## src/rtl/rom_read_arbiter.sv

```systemverilog
// ---------------------------------------------------------------------------
// rom_read_arbiter
// Two-requester round-robin read arbiter and sequencer for a small ROM.
// A granted request drives rom_cs/rom_rd_en/rom_addr for ROM_LAT cycles,
// captures rom_data, and returns it with a one-cycle done pulse to the
// granted requester. Addresses at or above DEPTH never touch the ROM and
// complete with done+err and rdata cleared.
//
// Ports
//   clk, rst_n          clock, synchronous active-low reset
//   req0/addr0          requester 0 level request and address
//   done0/err0          requester 0 completion pulse and illegal-address flag
//   req1/addr1          requester 1 level request and address
//   done1/err1          requester 1 completion pulse and illegal-address flag
//   rdata               returned data, held until the next completion
//   rom_cs/rom_rd_en    ROM chip select and read enable (READ state only)
//   rom_addr            ROM address, holds its last value outside READ
//   rom_data            ROM read data
// ---------------------------------------------------------------------------
module rom_read_arbiter #(
    parameter int unsigned ADDR_W  = 5,
    parameter int unsigned DATA_W  = 8,
    parameter int unsigned DEPTH   = 24,
    parameter int unsigned ROM_LAT = 1
) (
    input  logic              clk,
    input  logic              rst_n,
    input  logic              req0,
    input  logic [ADDR_W-1:0] addr0,
    output logic              done0,
    output logic              err0,
    input  logic              req1,
    input  logic [ADDR_W-1:0] addr1,
    output logic              done1,
    output logic              err1,
    output logic [DATA_W-1:0] rdata,
    output logic              rom_cs,
    output logic              rom_rd_en,
    output logic [ADDR_W-1:0] rom_addr,
    input  logic [DATA_W-1:0] rom_data
);

    localparam int unsigned CNT_W    = 3;
    localparam logic [CNT_W-1:0] LAST_CNT = CNT_W'(ROM_LAT - 1);

    typedef enum logic [1:0] {
        S_IDLE,
        S_READ,
        S_DONE,
        S_ERR
    } state_t;

    state_t            state_q;
    logic              grant_q;
    logic              last_q;
    logic [CNT_W-1:0]  cnt_q;
    logic              done0_q;
    logic              err0_q;
    logic              done1_q;
    logic              err1_q;
    logic [DATA_W-1:0] rdata_q;
    logic              rom_cs_q;
    logic              rom_rd_en_q;
    logic [ADDR_W-1:0] rom_addr_q;

    logic              gnt_valid_d;
    logic              gnt_id_d;
    logic [ADDR_W-1:0] gnt_addr_d;
    logic              gnt_illegal_d;

    // Round-robin pick: a tie goes to the requester that was not served last.
    always_comb begin
        gnt_valid_d = req0 | req1;
        gnt_id_d    = 1'b0;
        if (req0 && req1) begin
            gnt_id_d = ~last_q;
        end else if (req1) begin
            gnt_id_d = 1'b1;
        end
        gnt_addr_d    = gnt_id_d ? addr1 : addr0;
        // Extra bit keeps the compare correct even if DEPTH == 2**ADDR_W.
        gnt_illegal_d = {1'b0, gnt_addr_d} >= (ADDR_W + 1)'(DEPTH);
    end

    // Sequencer FSM; every output is a register set on entry to its state.
    always_ff @(posedge clk) begin
        if (!rst_n) begin
            state_q     <= S_IDLE;
            grant_q     <= 1'b0;
            last_q      <= 1'b1;
            cnt_q       <= '0;
            done0_q     <= 1'b0;
            err0_q      <= 1'b0;
            done1_q     <= 1'b0;
            err1_q      <= 1'b0;
            rdata_q     <= '0;
            rom_cs_q    <= 1'b0;
            rom_rd_en_q <= 1'b0;
            rom_addr_q  <= '0;
        end else begin
            done0_q <= 1'b0;
            err0_q  <= 1'b0;
            done1_q <= 1'b0;
            err1_q  <= 1'b0;

            unique case (state_q)
                S_IDLE: begin
                    if (gnt_valid_d) begin
                        grant_q <= gnt_id_d;
                        if (gnt_illegal_d) begin
                            state_q <= S_ERR;
                            rdata_q <= '0;
                            done0_q <= ~gnt_id_d;
                            err0_q  <= ~gnt_id_d;
                            done1_q <= gnt_id_d;
                            err1_q  <= gnt_id_d;
                        end else begin
                            state_q     <= S_READ;
                            cnt_q       <= '0;
                            rom_cs_q    <= 1'b1;
                            rom_rd_en_q <= 1'b1;
                            rom_addr_q  <= gnt_addr_d;
                        end
                    end
                end

                S_READ: begin
                    if (cnt_q == LAST_CNT) begin
                        state_q     <= S_DONE;
                        rdata_q     <= rom_data;
                        rom_cs_q    <= 1'b0;
                        rom_rd_en_q <= 1'b0;
                        done0_q     <= ~grant_q;
                        done1_q     <= grant_q;
                    end else begin
                        cnt_q <= cnt_q + CNT_W'(1);
                    end
                end

                // Completion cycle; requests are not sampled here.
                S_DONE, S_ERR: begin
                    last_q  <= grant_q;
                    state_q <= S_IDLE;
                end

                default: state_q <= S_IDLE;
            endcase
        end
    end

    assign done0     = done0_q;
    assign err0      = err0_q;
    assign done1     = done1_q;
    assign err1      = err1_q;
    assign rdata     = rdata_q;
    assign rom_cs    = rom_cs_q;
    assign rom_rd_en = rom_rd_en_q;
    assign rom_addr  = rom_addr_q;

endmodule
```

## config.mk

```make
export PLATFORM = sky130hd
export DESIGN_NAME = rom_read_arbiter
export DESIGN_NICKNAME = d
export VERILOG_FILES = /design/src/rtl/rom_read_arbiter.sv
export SDC_FILE = /design/constraint.sdc
export NUM_CORES = 1
export LEC_CHECK = 0
export CORE_MARGIN = 10
export CORE_UTILIZATION = 36
export CTS_BUF_LIST = sky130_fd_sc_hd__clkbuf_8
export CTS_CLUSTER_SIZE = 8
export DETAILED_ROUTE_END_ITERATION = 7
export MAX_ROUTING_LAYER = met4
export PLACE_DENSITY = 0.71
export REMOVE_ABC_BUFFERS = 1
export SYNTH_ARGS = -nofsm -noshare
export SYNTH_HDL_FRONTEND = slang
export SYNTH_SLANG_ARGS = --single-unit
```

## constraint.sdc

```tcl
create_clock -name clk -period 1.5 [get_ports clk]
set_input_delay 0.15 -clock clk [delete_from_list [all_inputs] [get_ports clk]]
set_output_delay 0.15 -clock clk [all_outputs]
set_load 0.01 [all_outputs]
```

==> flow_summary.ini <==
[worst_setup_path]
rr_startpoint = state_q[0]$_SDFFE_PN0P_
cp-end-kind = register
startpoint = req1
crit_type = in -> reg
required_ns = 1.69
worstPathArrival_ns = 1.64
crit_path_start_kind = primary input
crit_fanout = 5

[floorplan]
coreArea_um2 = 2780
io_pins = 41
chipHeight_um = 74.2
start_util_pct = 38.0
die_w_um = 74.2
die_area_um2 = 5500
num_rows = 19

[finish]
layoutNonFillerInstCount = 191
final_layout_size_suffix_gt1_share_pct = 18.1
areaGrowthSynthToFinish_pct = 58.6
diodes = 0
stdcell_area_um2 = 1680
nNetsFinal = 185
nFillCells = 240

[placement]
port-buffer-count = 40
place_area_um2 = 1540
post-place-ws_ns = -0.207
place.gp.congestion = 0.932
hpwl_mm = 2.28
dp_cells = 185

[sta]
worstMarginPinSlew_ns = 0.439
fmax_ghz = 0.689
slew_violations = 0
finalWorstSetupSlack_ns = 0.0485
rsz0062_at_grt = true
hold_violations = 0
slew_headroom_pct = 70.5
worst_clock_skew_ns = 0.00379
fin_crit_sh_pct = 96.8
setup_viol = 0
layout_min_cycle_time_ns = 1.45

[yosys]
synth_top_family_by_area = compound AO/OA/AOI/OAI gates
ys_warn_count = 0
synth-simple-area-share_pct = 17.5
synthDistinctLibCells = 33
synth_compound_area_share_pct = 24.4
syn_area_per_cell_um2 = 9.61
synth_cells = 110
synth_mux_area_share_pct = 4.73
synth_xor_area_share_pct = 0
synth_area_um2 = 1060
ys_seq_area_share_pct = 47.3
ys_ff_latch = 25
synthAdderAreaFrac_pct = 2.37

[min_path]
hold_path.class = reg -> reg
hp-start = rom_addr[0]$_SDFFE_PN0P_

[global_route]
antenna_found_initial = 0
grt_pass1_vias = 1062
grt_pass1_wl_mm = 4.86
grt.total_usage_pct = 10.9
overflow = 0
grt_max_degree = 18

[cts]
cts_tree = yes
cts_sinks = 25
cts-buffers-inserted = 3
worstSkewPairLatency_ns = 0.26
cts-htree-levels = 1
clk_pin_slew_ns = 0.09
cts_buffer_depth = 2
clockRootBuffer = clkbuf_8

[pwr]
power_density_nw_per_um2 = 926
p_leak_nw = 0.613
ir_drop_mv = 0.617

[drt]
wl_mm = 3.04
wire_per_inst_um = 15.9
routed_via_density = 5.41
first_pass_iters = 4
ant_nets = 0
dr_total_vias = 1033
first_iter_violations = 52
post-route-drc-count = 0

[job]
max_cap_violations = 0

[status]
outcome = completed
==> power by group <==
group | leakage, nW | internal [mW] | switching, mW
Combinational | 0.383 | 0.219 | 0.179
Sequential | 0.205 | 0.715 | 0.0427
Clock | 0.0255 | 0.185 | 0.211
Total | 0.613 | 1.12 | 0.432
==> per-stage QoR <==
step | setup TNS, ns | hold WS, ns | util (%) | total power [mW]
4_1_cts | 0 | 0.469 | 57.2 | 1.53
6_report | 0 | 0.470 | 60.3 | 1.55
2_1_floorplan | -0.266 | 0.212 | - | 0.924
3_5_place_dp | -3.03 | 0.446 | 55.4 | 1.13
3_3_place_gp | -2.43 | 0.457 | 55.4 | 1.12
5_1_grt | -0.0771 | 0.480 | 60.3 | 1.63
==> path summary, 6_finish.rpt <==
| kind | endpoint | slack, ns | cells past startpoint |
|---|---|---|---|
| worst max register to register | rdata[4]$_SDFFE_PN0P_ | 0.05 | 4 |
| worst min-delay path | rom_addr[0]$_SDFFE_PN0P_ | 0.47 | 2 |
| worst min register to register | rom_addr[0]$_SDFFE_PN0P_ | 0.47 | 2 |
| worst max-delay path | cnt_q[1]$_SDFFE_PN0P_ | 0.05 | 6 |
==> state kept, by name, summed over array words and instances, names as in the netlist, 2 cells and up <==
name / flops
state_q: 2
cnt_q: 3
rdata: 8
rom_addr: 5
==> metal layers <==
metal	routed length [um]	track usage, %	share of wire [%]
met3	162	3.46	5.3
met2	1550	18.2	51
met4	17	1.04	0.56
met1	1310	13.0	43
met5	0	-	0
==> cell usage after synthesis (all sizes together) <==
master	instances	area, um^2
a311oi	3	26.3
o211ai	3	22.5
a31oi	4	25.0
a21boi	1	18.8
nor3	2	15.0
o21ai	2	13.8
and2	1	6.26
o22ai	1	6.26
nor2b	1	6.26
nand2b	7	43.8
or3	1	6.26
dfxtp	25	500
nor2	7	33.8
nand2	15	56.3
clkbuf	3	11.3
nand3	1	5.00
a22oi	1	7.51
nand4	1	6.26
a221oi	1	8.76
mux2i	5	50.1
or2	1	6.26
a21oi	6	33.8
buf	2	12.5
o21a	1	7.51
ha	2	25.0
inv	4	15.0
a32o	8	80.1
a211oi	1	7.51
==> kinds of logic (layout without fill, tap and decap cells) <==
family / count (synthesis) / after routing
AND/OR/NAND/NOR: 37 / 37
AO/OA/AOI/OAI: 32 / 33
flip-flops: 25 / 25
buffers and inverters: 9 / 58
multiplexers: 5 / 5
adder cells (fa/ha/maj): 2 / 2
==> cell usage in the layout (no fill, tap or decap), types with 2 or more instances in the layout <==
cell             instances
mux2i_1                  4
inv_1                    3
nand2b_1                 6
a32o_1                   8
a31oi_1                  4
a21oi_2                  2
clkdlybuf4s50_1         40
dfxtp_1                 24
a21oi_1                  4
nor2_1                   6
a311oi_1                 2
buf_4                    9
o211ai_1                 3
nand2_1                 15
clkbuf_8                 3
==> layout make-up <==
type	count	area (um^2)	share of cell area [%]
inverter	4	15.0	0.896
clock buffer	3	41.3	2.46
multi-input combinational	77	596	35.5
tap	31	38.8	2.31
clock inverter	1	5.00	0.299
sequential	25	502	29.9
timing repair buffer	50	479	28.6
==> critical path: stages <==
cell	delay, ns
clkdlybuf4s50_1	0.43
buf_4	0.15
or2_2	0.32
nand2_1	0.20
nand2_1	0.14
a311oi_2	0.26
==> timing repair <==
action	CTS	global route
hold buffers	0	0
setup buffers	0	1
resized for setup	1	13
setup endpoints to repair	8	10
cloned	0	1
pin swaps	0	1
(Power assumes the default switching activity.)
